$ cat src/rtl/neuron_pkg.sv
// Types and widths shared by the neuron datapath blocks
// (back_propper, forward_neuron, back_accumulator_1).
package neuron_pkg;

  localparam int NEURON_W = 32;
  localparam int BP_W     = 64;

  typedef enum logic {ACC, HOLD} bacc_state_t;

  typedef logic signed [BP_W-1:0] bp_t;

endpackage

$ cat src/rtl/back_accumulator_1.sv
// Sums one neuron's fan-out of signed error contributions into a wide error
// term and presents it on a valid/ready output. One sum is in flight at a time.
import neuron_pkg::*;

module back_accumulator_1 #(
  parameter int FAN_OUT = 4,
  parameter int IN_W    = NEURON_W,
  parameter int OUT_W   = BP_W,
  parameter int CNT_W   = $clog2(FAN_OUT + 1)
) (
  input  logic             ba1_clk,
  input  logic             ba1_rst,
  input  logic             ba1_in_valid,
  output logic             ba1_in_ready,
  input  logic [IN_W-1:0]  ba1_bpc,
  input  logic             ba1_flush,
  output logic             ba1_out_valid,
  input  logic             ba1_out_ready,
  output logic [OUT_W-1:0] ba1_bp,
  output logic [CNT_W-1:0] ba1_count
);

  localparam logic [CNT_W-1:0] LAST = CNT_W'(FAN_OUT - 1);

  bacc_state_t      state_q;
  logic [OUT_W-1:0] acc_q, acc_d;
  logic [CNT_W-1:0] cnt_q, cnt_d;
  logic [OUT_W-1:0] bp_q;
  logic [CNT_W-1:0] count_q;
  logic [OUT_W-1:0] bpc_ext;
  logic             accept;
  logic             close;

  assign ba1_in_ready  = (state_q == ACC) & ~ba1_rst;
  assign ba1_out_valid = (state_q == HOLD);
  assign ba1_bp        = bp_q;
  assign ba1_count     = count_q;

  assign bpc_ext = {{(OUT_W - IN_W){ba1_bpc[IN_W-1]}}, ba1_bpc};

  // acc_d/cnt_d include the beat accepted this cycle, so a flush that
  // coincides with a beat closes the sum with that beat counted.
  // NOTE: every always_comb output gets a value on every path; a missing
  // branch would silently infer a latch.
  always_comb begin
    accept = ba1_in_valid & ba1_in_ready;
    acc_d  = accept ? acc_q + bpc_ext : acc_q;
    cnt_d  = accept ? cnt_q + 1'b1 : cnt_q;
    close  = (state_q == ACC) &
             ((accept & (cnt_q == LAST)) |
              (ba1_flush & ((cnt_q != '0) | accept)));
  end

  // NOTE: sequential state uses non-blocking assignments only, so every
  // register samples the pre-edge values regardless of statement order.
  always_ff @(posedge ba1_clk) begin
    if (ba1_rst) begin
      state_q <= ACC;
      acc_q   <= '0;
      cnt_q   <= '0;
      bp_q    <= '0;
      count_q <= '0;
    end else begin
      case (state_q)
        ACC: begin
          if (close) begin
            state_q <= HOLD;
            bp_q    <= acc_d;
            count_q <= cnt_d;
            acc_q   <= '0;
            cnt_q   <= '0;
          end else begin
            acc_q <= acc_d;
            cnt_q <= cnt_d;
          end
        end
        HOLD: begin
          if (ba1_out_ready) state_q <= ACC;
        end
        default: state_q <= ACC;
      endcase
    end
  end

endmodule
$ cat config.mk
export PLATFORM = sky130hd
export DESIGN_NAME = back_accumulator_1
export DESIGN_NICKNAME = d
export VERILOG_FILES = /design/src/rtl/neuron_pkg.sv /design/src/rtl/back_accumulator_1.sv
export SDC_FILE = /design/constraint.sdc
export NUM_CORES = 1
export LEC_CHECK = 0
export BUFFER_PORTS_ARGS = -buffer_cell sky130_fd_sc_hd__buf_4
export CORE_UTILIZATION = 47
export CTS_CLUSTER_DIAMETER = 80
export CTS_CLUSTER_SIZE = 14
export DETAILED_ROUTE_END_ITERATION = 12
export HOLD_SLACK_MARGIN = 0.06
export PLACE_DENSITY_LB_ADDON = 0.1
export SLEW_MARGIN = 20
export SYNTH_ARGS = -nofsm -noshare
export SYNTH_HDL_FRONTEND = slang
export SYNTH_SLANG_ARGS = --single-unit
$ cat constraint.sdc
create_clock -name ba1_clk -period 4.04 [get_ports ba1_clk]
set_input_delay 0.202 -clock ba1_clk [delete_from_list [all_inputs] [get_ports ba1_clk]]
set_output_delay 0.202 -clock ba1_clk [all_outputs]
set_load 0.01 [all_outputs]
== Word-level counts from Yosys, hierarchy flattened ==
Cells that the tools add are included.

* Flip-flop bits (word level): 135
* Word-level logic and storage cells: 26

* Add/subtract/negate cells: 2
* Eq/ne operators: 1
* Mux-type cells: 7
* Bitwise gates (word level): 9
* Reductions and logical operators: 2

{| class="wikitable"
|+ Operators with widths
! cell !! number
|-
| $mux W64 || 2
|-
| $add A64 B64 Y64 || 1
|-
| $mux W3 || 2
|-
| $and A1 B1 Y1 || 5
|-
| $add A3 B1 Y3 const B || 1
|-
| $eq A3 B2 Y1 const B || 1
|-
| $reduce_bool A3 Y1 || 1
|-
| $mux W1 || 2
|-
| $not A1 Y1 || 2
|-
| $or A1 B1 Y1 || 2
|-
| $pmux W1 S2 || 1
|-
| $reduce_and A2 Y1 || 1
|}

== Logic depth before layout (Yosys ltp) ==
* Word-level depth: 9
* Depth in mapped cells: 13
* Mapped depth without buffers: 13

== Worst setup path before layout ==
OpenSTA, ideal clock, no wires.

* Kind: reg-to-reg
* From: reg acc_q[21]
* To: reg bp_q[60], in the netlist ba1_bp[60]
* Library setup time: 0.114 ns
* Arrival time: 2.684 ns
* Required time: 3.926 ns
* Setup slack: 1.241 ns
* Cell stages (with the launch flop): 13
* Buffers on the path: 1
* Clock period less this slack: 2.799 ns
* Cell sequence: dfxtp_1 ha_1 clkbuf_1 a21oi_1 o21ai_0 a311oi_1 a2bb2oi_1 nand3_1 a21oi_1 o22ai_1 a31oi_1 xor2_1 a2111oi_0

* Longest elaborated chain between the ends: 2

{| class="wikitable"
|+ RTL lines
! element !! RTL line !! source
|-
| start, declared || back_accumulator_1.sv:26 || <nowiki>logic [OUT_W-1:0] acc_q, acc_d;</nowiki>
|-
| start signal, assigned || back_accumulator_1.sv:59 || <nowiki>acc_q <= '0;</nowiki>
|-
| start signal, assigned || back_accumulator_1.sv:70 || <nowiki>acc_q <= '0;</nowiki>
|-
| start signal, assigned || back_accumulator_1.sv:73 || <nowiki>acc_q <= acc_d;</nowiki>
|-
| $add A64 B64 Y64 || back_accumulator_1.sv:47 || <nowiki>acc_d = accept ? acc_q + bpc_ext : acc_q;</nowiki>
|-
| $mux W64 || back_accumulator_1.sv:47 ||
|-
| end signal, assigned || back_accumulator_1.sv:61 || <nowiki>bp_q <= '0;</nowiki>
|-
| end signal, assigned || back_accumulator_1.sv:68 || <nowiki>bp_q <= acc_d;</nowiki>
|-
| end, declared || back_accumulator_1.sv:28 || <nowiki>logic [OUT_W-1:0] bp_q;</nowiki>
|}

No other way between the ends.
A chain may end at the register's enable or synchronous reset.

== Worst setup path after layout ==
Same ends and word-level chain as after synthesis.

==> flow_metrics.tcl <==
set metrics [dict create \
    status "finished, final reports clean" \
    grt_pass1_wl_um 43500 \
    hold_viol 0 \
    dpl.cell_count 1492 \
    maxSlewViolCount 0 \
    setup_viol 0 \
    initialDrtViolationCount 563 \
    die_w_um 141 \
    layout-drive-gt1-share 0.138 \
    numCtsBuffers 17 \
    antenna_found_initial 0 \
    synth_top_area_share 0.296 \
    synth_ff_type "dfxtp_1" \
    rsz0062_at_grt "no" \
    fin_area_um2 10500 \
    clkTransAtPathRegs_ps 60 \
    ant_nets 0 \
    die-area_um2 20000 \
    min_path_cells 4 \
    syn-num-nets 1302 \
    holdPathEnd "acc_q[0]" \
    cp.required_ps 4350 \
    ys_types 82 \
    instances_no_fill 1525 \
    r2r_end "ba1_bp[60]" \
    place_area_um2 9930 \
    finalSetupTns_ps 0 \
    yosysWarnings 0 \
    synth_area_leader_cell "dfxtp_1" \
    antenna_cells 0 \
    drc_errors 0 \
    post-dp-hpwl_um 18800 \
    finalCritPeriodShare 0.871 \
    worst_setup_path_end_kind "register" \
    max-cap-violations 0 \
    worstHoldStart "ba1_bpc[0]" \
    synth_area_leaders "dfxtp_1 (30%), ha_1 (9.0%), nor2_1 (6.6%)" \
    cts_tree "yes" \
    r2r_start "acc_q[21]" \
    syn_to_final_growth_pct 15.6 \
    clk_latency_ps 430 \
    num_vias 8790 \
    core_area_um2 18900 \
    final_nets 1356 \
    postCtsSetupBuffers 0 \
    worstPathMaxFanout 8 \
    avgSynthCellArea_um2 7.62 \
    ys_seq_elements 135 \
    synth_edf_count 0 \
    rr_worst_depth 11 \
    post_cts_resized 0 \
    ctsHoldBuffers 1 \
    postSynthCellCount 1198 \
    crit_arrival_ps 3830 \
    p_leak_nw 4.40 \
    routabilityCongestion 0.931 \
    drt-pass1-iter-count 7 \
    final_core_util 0.558 \
    async_flop_share 0 \
    ioPinCount 106 \
    path_class "register to register" \
    wirelength_um 26400 \
    initial_core_util 0.483 \
    reg2reg_slack_ps 520 \
    root_buffer "clkbuf_16" \
    grt-ovfl-total 0 \
    h-tree-depth 4 \
    irDropWorstVdd_uv 300 \
    max_freq_ghz 0.284 \
    rows 50 \
    fillers 1813 \
    tightest_slew_ps 976 \
    fin_skew_ps 15.0 \
    grt_use_total 0.273 \
    startpoint_type "register" \
    period_needed_ps 3520 \
    power_density_nw_per_um2 451 \
    wire_per_inst_um 17.3 \
    hold_path.class "input port to register" \
    ys_seq_area_frac 0.296 \
    grt_max_degree 78 \
    grt_pass1_vias 8447 \
    cts.sinks 135 \
    port_buffers 105 \
    slew_headroom 0.349 \
    die_h_um 141 \
    synth_area_um2 9130 \
    cts_buffer_depth 2 \
    vias_per_cell 5.76 \
]
[registers in the layout, summed over array words and instances (netlist names)]
name,cells
acc_q,64
ba1_bp,64
ba1_count,3
ba1_out_valid,1
cnt_q,3
[area by class of cell]
class / instances / area [um2] / area share
well taps: 260 / 325 / 0.0308
repair buffers: 118 / 888 / 0.0842
clock buffers: 18 / 429 / 0.0407
inverters: 20 / 75.1 / 0.00712
flip-flops and latches: 135 / 2700 / 0.256
clock inverters: 14 / 174 / 0.0165
multi-input cells: 960 / 5950 / 0.564
[routing by layer]
layer / track usage / wire length, um / vias to the layer above
met5: 0 / 0 / -
met4: 0.0715 / 328 / 0
met3: 0.0398 / 1140 / 27
met2: 0.441 / 12000 / 212
met1: 0.381 / 12900 / 4108
li1: - / - / 4443
[worst max-delay path: stages (launching register included)]
cell and delay, ps:
dfxtp_1 330, ha_1 380, a21oi_1 280, o21ai_0 180, a311oi_1 370, a2bb2oi_1 370, nand3_1 120, a21oi_1 410
o22ai_1 170, a31oi_1 290, xor2_1 120, a2111oi_0 380
[cells in the final DEF (no fill, tap or decap), types with 10 or more instances in the layout]
master | synthesis | routed
dfxtp_1 | 135 | 135
a31oi_1 | 10 | 10
and3_1 | 11 | 11
inv_1 | 20 | 20
a21oi_1 | 115 | 115
xor2_1 | 28 | 28
nor3_1 | 25 | 25
a21o_1 | 26 | 26
xnor2_1 | 30 | 30
ha_1 | 66 | 66
o21ai_0 | 81 | 81
nand2_1 | 146 | 146
nor2_1 | 160 | 157
o21bai_1 | 14 | 14
nand4_1 | 16 | 16
buf_4 | 2 | 117
nand3_1 | 22 | 22
a22oi_1 | 42 | 42
a211oi_1 | 32 | 32
clkbuf_16 | 0 | 17
[synth_stat cells, drive strengths merged (2+ instances only)]
master	n
o21bai	14
a211oi	32
a21bo	2
o2111ai	2
and2	6
a21o	28
nor3	26
o21ai	86
nor2b	5
nand3	22
o21ba	2
xnor2	31
and4	9
and3	12
a221o	5
ha	66
o21a	6
dfxtp	135
nand2	148
a22o	8
nor4	3
a31oi	11
a2bb2oi	2
buf	20
a21boi	4
nand2b	10
o211ai	9
o31a	3
a21oi	117
nand4	16
nor2	160
a311oi	9
a221oi	6
clkbuf	61
a2111oi	4
a22oi	42
inv	20
xor2	28
o31ai	2
o22ai	3
[power breakdown]
part           internal, mW  switching, mW  leakage (nW)
combinational         0.616          0.920          3.00
clock                 0.976          0.642         0.295
sequential             1.49          0.114          1.10
total                  3.08           1.68          4.40
[cells by family after synthesis]
| kind of cell | count (synthesis) | synth area share |
|---|---|---|
| AO/OA/AOI/OAI | 407 | 0.291 |
| XOR/XNOR | 59 | 0.0575 |
| adder cells (fa/ha/maj) | 67 | 0.0927 |
| buffers and inverters | 103 | 0.0542 |
| flip-flops | 135 | 0.296 |
| multiplexers | 2 | 0.00233 |
| AND/OR/NAND/NOR | 425 | 0.206 |
[worst max-delay path by stage]
stage / start / to / slack (ps)
after floorplan: acc_q[21] / ba1_bp[60] / 1240
after global placement: ba1_bpc[21] / ba1_bp[60] / 580
after detailed placement: ba1_bpc[21] / ba1_bp[60] / 540
after CTS: acc_q[21] / ba1_bp[60] / 570
after global routing: acc_q[21] / ba1_bp[60] / 140
final: acc_q[21] / ba1_bp[60] / 520
[per-stage QoR]
step	power, mW	worst slack, ps	hold WS (ps)
4_1_cts	4.78	568	182
3_5_place_dp	3.15	539	450
6_report	4.76	520	182
5_1_grt	5.03	138	256
2_1_floorplan	2.70	1240	306
3_3_place_gp	3.15	585	444
No activity file was read; power rests on OpenSTA's default activity.
